File: src/rtl/tns_dec_ctrl.sv
// Frame decode sequencer for the tribonacci-weighted 9-bit codeword path.
// One shared weighted-sum decoder is stepped across the lanes, one lane per cycle.
module tns_dec_ctrl #(
    parameter int LANES = 4,
    parameter int DW    = 9,
    parameter int W0    = 1,
    parameter int W1    = 2,
    parameter int W2    = 4,
    parameter int W3    = 7,
    parameter int W4    = 13,
    parameter int W5    = 24,
    parameter int W6    = 44,
    parameter int W7    = 81,
    parameter int W8    = 149,
    parameter int CW    = 16
) (
    input  logic                  clk,
    input  logic                  rst,
    input  logic                  in_valid,
    output logic                  in_ready,
    input  logic [LANES*9-1:0]    in_code,
    output logic                  out_valid,
    input  logic                  out_ready,
    output logic [LANES*DW-1:0]   out_data,
    output logic [LANES-1:0]      out_err,
    input  logic                  clr_cnt,
    output logic [CW-1:0]         err_cnt
);

    localparam int IW = (LANES > 1) ? $clog2(LANES) : 1;
    localparam logic [IW-1:0] IDX_LAST = IW'(LANES - 1);
    localparam logic [CW-1:0] CNT_MAX  = {CW{1'b1}};
    localparam int WT [9] = '{W0, W1, W2, W3, W4, W5, W6, W7, W8};

    typedef enum logic [1:0] {
        ST_IDLE = 2'd0,
        ST_DEC  = 2'd1,
        ST_DONE = 2'd2
    } state_t;

    state_t               state_r;
    logic [IW-1:0]        idx_r;
    logic [LANES*9-1:0]   frame_r;
    logic [8:0]           lane_code_s;
    logic [31:0]          pop_s;
    logic [CW-1:0]        headroom_s;
    logic [CW-1:0]        cnt_add_s;

    function automatic logic [DW-1:0] tns_decode(input logic [8:0] code);
        logic [31:0] acc;
        acc = 32'd0;
        for (int k = 0; k < 9; k++) begin
            acc = acc + (code[k] ? 32'(WT[k]) : 32'd0);
        end
        return acc[DW-1:0];
    endfunction

    function automatic logic has_run3(input logic [8:0] code);
        logic r;
        r = 1'b0;
        for (int k = 0; k < 7; k++) begin
            r = r | (&code[k +: 3]);
        end
        return r;
    endfunction

    function automatic logic [31:0] popcount(input logic [LANES-1:0] v);
        logic [31:0] n;
        n = 32'd0;
        for (int i = 0; i < LANES; i++) begin
            n = n + {31'd0, v[i]};
        end
        return n;
    endfunction

    // Lane selection for the shared decoder and saturating error-count sum.
    always_comb begin
        lane_code_s = frame_r[32'(idx_r) * 32'd9 +: 9];
        pop_s       = popcount(out_err);
        headroom_s  = CNT_MAX - err_cnt;
        if (64'(pop_s) > 64'(headroom_s)) begin
            cnt_add_s = CNT_MAX;
        end else begin
            cnt_add_s = err_cnt + CW'(pop_s);
        end
    end

    // Frame sequencer: capture, per-lane decode, hold until the consumer takes it.
    always_ff @(posedge clk) begin
        if (rst) begin
            state_r   <= ST_IDLE;
            idx_r     <= {IW{1'b0}};
            frame_r   <= {(LANES*9){1'b0}};
            in_ready  <= 1'b1;
            out_valid <= 1'b0;
            out_data  <= {(LANES*DW){1'b0}};
            out_err   <= {LANES{1'b0}};
        end else begin
            case (state_r)
                ST_IDLE: begin
                    if (in_valid) begin
                        frame_r  <= in_code;
                        idx_r    <= {IW{1'b0}};
                        out_err  <= {LANES{1'b0}};
                        in_ready <= 1'b0;
                        state_r  <= ST_DEC;
                    end
                end
                ST_DEC: begin
                    out_data[32'(idx_r) * DW +: DW] <= tns_decode(lane_code_s);
                    out_err[idx_r]                  <= has_run3(lane_code_s);
                    if (idx_r == IDX_LAST) begin
                        out_valid <= 1'b1;
                        state_r   <= ST_DONE;
                    end else begin
                        idx_r <= idx_r + IW'(1'b1);
                    end
                end
                ST_DONE: begin
                    if (out_ready) begin
                        out_valid <= 1'b0;
                        in_ready  <= 1'b1;
                        state_r   <= ST_IDLE;
                    end
                end
                default: begin
                    out_valid <= 1'b0;
                    in_ready  <= 1'b1;
                    state_r   <= ST_IDLE;
                end
            endcase
        end
    end

    // Violation counter; a clear beats a coincident frame transfer.
    always_ff @(posedge clk) begin
        if (rst) begin
            err_cnt <= {CW{1'b0}};
        end else if (clr_cnt) begin
            err_cnt <= {CW{1'b0}};
        end else if ((state_r == ST_DONE) && out_ready) begin
            err_cnt <= cnt_add_s;
        end
    end

endmodule
File: config.mk
export PLATFORM = sky130hd
export DESIGN_NAME = tns_dec_ctrl
export DESIGN_NICKNAME = d
export VERILOG_FILES = /design/src/rtl/tns_dec_ctrl.sv
export SDC_FILE = /design/constraint.sdc
export NUM_CORES = 1
export LEC_CHECK = 0
export CORE_MARGIN = 1.5
export CORE_UTILIZATION = 50
export CTS_BUF_LIST = sky130_fd_sc_hd__clkbuf_16
export CTS_CLUSTER_DIAMETER = 60
export CTS_CLUSTER_SIZE = 10
export DETAILED_ROUTE_END_ITERATION = 10
export GPL_ROUTABILITY_DRIVEN = 0
export MAX_ROUTING_LAYER = met4
export PLACE_DENSITY_LB_ADDON = 0.08
export SETUP_SLACK_MARGIN = 0.02
export SYNTH_ARGS = -nofsm -noshare
export SYNTH_HDL_FRONTEND = slang
export SYNTH_SLANG_ARGS = --single-unit
File: constraint.sdc
create_clock -name clk -period 5.6 [get_ports clk]
set_input_delay 0.84 -clock clk [delete_from_list [all_inputs] [get_ports clk]]
set_output_delay 0.84 -clock clk [all_outputs]
set_load 0.1 [all_outputs]
==> metrics.cfg <==
[job]
drv_cap=0

[route]
drc_errors=0
finalWirelength_mm=11.5
vias=4146
drt-wirelength-per-cell_um=15.4
vias_per_cell=5.54
dr.pass1.iters=4
ant_nets=0
drtIter0Drc=178

[place]
dp.cells=733
hpwlAfterDp_mm=8.44
port_buffers=98

[synth]
syn_area_per_cell_um2=9.15
ys_seq_area_share_pct=40.3
synth_edf_count=0
synthesis.area_mm2=0.00487
syn-num-nets=615
synth.distinct_cells=54
yosys_warnings=0
synthCells=532
postSynth.asyncResetShare_pct=0
yosys-top-cells-area=dfxtp_1 (40%), ha_1 (8.5%), nand2_1 (6.9%), a21oi_1 (6.7%), fa_1 (3.7%)
yosysTopAreaCell=dfxtp_1
ys_seq_elements=98
synthFlopType=dfxtp_1
yosys.area.top_type_share_pct=40.3

[grt]
grt_max_degree=47
grt_pass1_wl_mm=19.1
antenna_found_initial=0
globalRouteOverflowTotal=0
track_usage_pct=24.3
grt_pass1_vias=3918

[cts]
cts.path.max_buffers=2
clkTransAtPathRegs_ns=0.06
postCtsSetupRepairBufs=0
cts_root_buffer=clkbuf_16
h-tree-depth=3
clk_latency_ns=0.34
cts-buffers-inserted=9
clkSinkCount=98
cts_resized=0
cts_tree=done
hold_buffers=0

[pwr]
p_leak_nw=2.34
ir_worst_vdd_mv=0.165
powerDensity_mw_per_mm2=261

[final_layout]
drive_gt1_share_pct=5.49
multiInputGateArea_mm2=0.00268
nets=698
layout_common_cells=dfxtp_1 (98), clkdlybuf4s50_1 (97), nand2_1 (90), a21oi_1 (65), nor2_1 (44)
regArea_mm2=0.00196
diodes=0
layout_commonest_cell=dfxtp_1
num-fill-cells=800
instances_no_fill=748
area_growth_syn_to_layout_pct=26.9

[sta]
rsz0062_at_grt=false
setup_viol=0
hold_slack_ns=0.447
period_share_pct=80.6
finalCriticalPeriod_ns=4.51
fin_skew_ns=0.00620
final-hold-violation-count=0
tns_ns=0
worst_pin_slew_ns=1.01
slew_headroom_pct=32.5
slew_viol_final=0
clock.fmax_mhz=222

[floorplanning]
initial_core_util_pct=52.2
die_w_um=102
die_h_um=102
boundaryPins=99
num_rows=35
core_area_mm2=0.00933
dieArea_mm2=0.0103

[run_status]
status=finished clean

[worst_hold_path]
holdCritPathClass=reg2reg

[critical_path]
cp-start-kind=register
cp_max_fo=7
cp.arrival_ns=4.69
critPathRequiredTime_ns=5.78
critPathKind=reg2reg
end_kind=register

-- per-stage QoR --
stage / cell area, µm² / worst slack [ns] / util, % / power (mW)
final: 6180 / 1.09 / 66.2 / 1.61
after global routing: 6180 / 0.814 / 66.2 / 1.68
after CTS: 6180 / 1.08 / 66.2 / 1.62
after detailed placement: 5890 / 1.11 / 63.2 / 1.03
after global placement: 5890 / 1.21 / 63.2 / 1.02
after floorplan: 4870 / 1.42 / - / 0.937
-- critical path, cell delays in order (launching register included) --
cell      delay [ns]
dfxtp_1         0.53
mux4_1          0.73
fa_1            0.58
inv_1           0.05
fa_1            0.49
inv_1           0.05
fa_1            0.47
ha_1            0.30
a21o_1          0.17
a21oi_1         0.37
o211ai_1        0.24
a32oi_1         0.26
nor2_1          0.08
-- report_power, final --
part | total [mW] | internal [mW] | switching (mW)
clock | 0.603 | 0.342 | 0.261
sequential | 0.735 | 0.718 | 0.0166
combinational | 0.276 | 0.102 | 0.174
-- synth_stat cells, types with 2 or more instances --
library cell	instances
buf_1	2
mux4_1	4
nor4_1	3
or2_2	3
nand3_1	4
a22o_1	4
a311oi_1	2
a31oi_1	3
and4_1	3
nor2_1	45
a22oi_1	23
o21a_1	2
xnor2_1	12
ha_1	33
a21o_1	2
buf_2	3
a21oi_1	65
o211ai_1	4
inv_1	24
a211oi_1	2
nor4b_1	3
nor3b_1	5
buf_4	2
dfxtp_1	98
mux4_2	5
nor4b_4	3
nand2_1	90
clkbuf_1	20
buf_6	2
nand2b_1	2
fa_1	9
nor3_1	8
a32oi_1	9
nor2b_1	4
o31ai_1	2
o21ai_0	9
-- worst paths after layout --
kind | from | to | slack [ns] | cells after the start
setup reg to reg | idx_r[0]$_SDFFE_PP0P_ | out_data[26]$_SDFFE_PP0P_ | 1.09 | 12
setup / recovery | idx_r[0]$_SDFFE_PP0P_ | out_data[26]$_SDFFE_PP0P_ | 1.09 | 12
hold reg to reg | out_data[24]$_SDFFE_PP0P_ | out_data[24]$_SDFFE_PP0P_ | 0.45 | 2
hold / removal | out_data[24]$_SDFFE_PP0P_ | out_data[24]$_SDFFE_PP0P_ | 0.45 | 2
-- routing by layer --
layer	track usage, %	share of wire [%]
met2	38.2	48
met4	8.12	1.3
met5	-	0
met3	3.73	4.5
met1	32.0	47
-- area by class of cell --
type	instances	area share (%)
multi-input combinational	381	43.4
sequential	98	31.8
timing repair buffer	101	16.2
clock buffer	9	3.65
tap	129	2.61
inverter	24	1.46
clock inverter	6	0.952
-- logic make-up after synthesis --
| kind of cell | Yosys count | share of synthesized area [%] |
|---|---|---|
| simple gates | 183 | 18.6 |
| fa+ha+maj | 42 | 12.2 |
| compound gates | 133 | 17.2 |
| flops | 98 | 40.3 |
| buf+inv | 53 | 4.63 |
| mux | 10 | 4.68 |
| xor+xnor | 13 | 2.34 |
-- flip-flops by register name (all words and copies together) (netlist names) --
register,cells
err_cnt,16
out_valid,1
out_data,36
in_ready,1
out_err,4
state_r,2
frame_r,36
idx_r,2
Note: power is estimated with default switching activity, not from simulation.
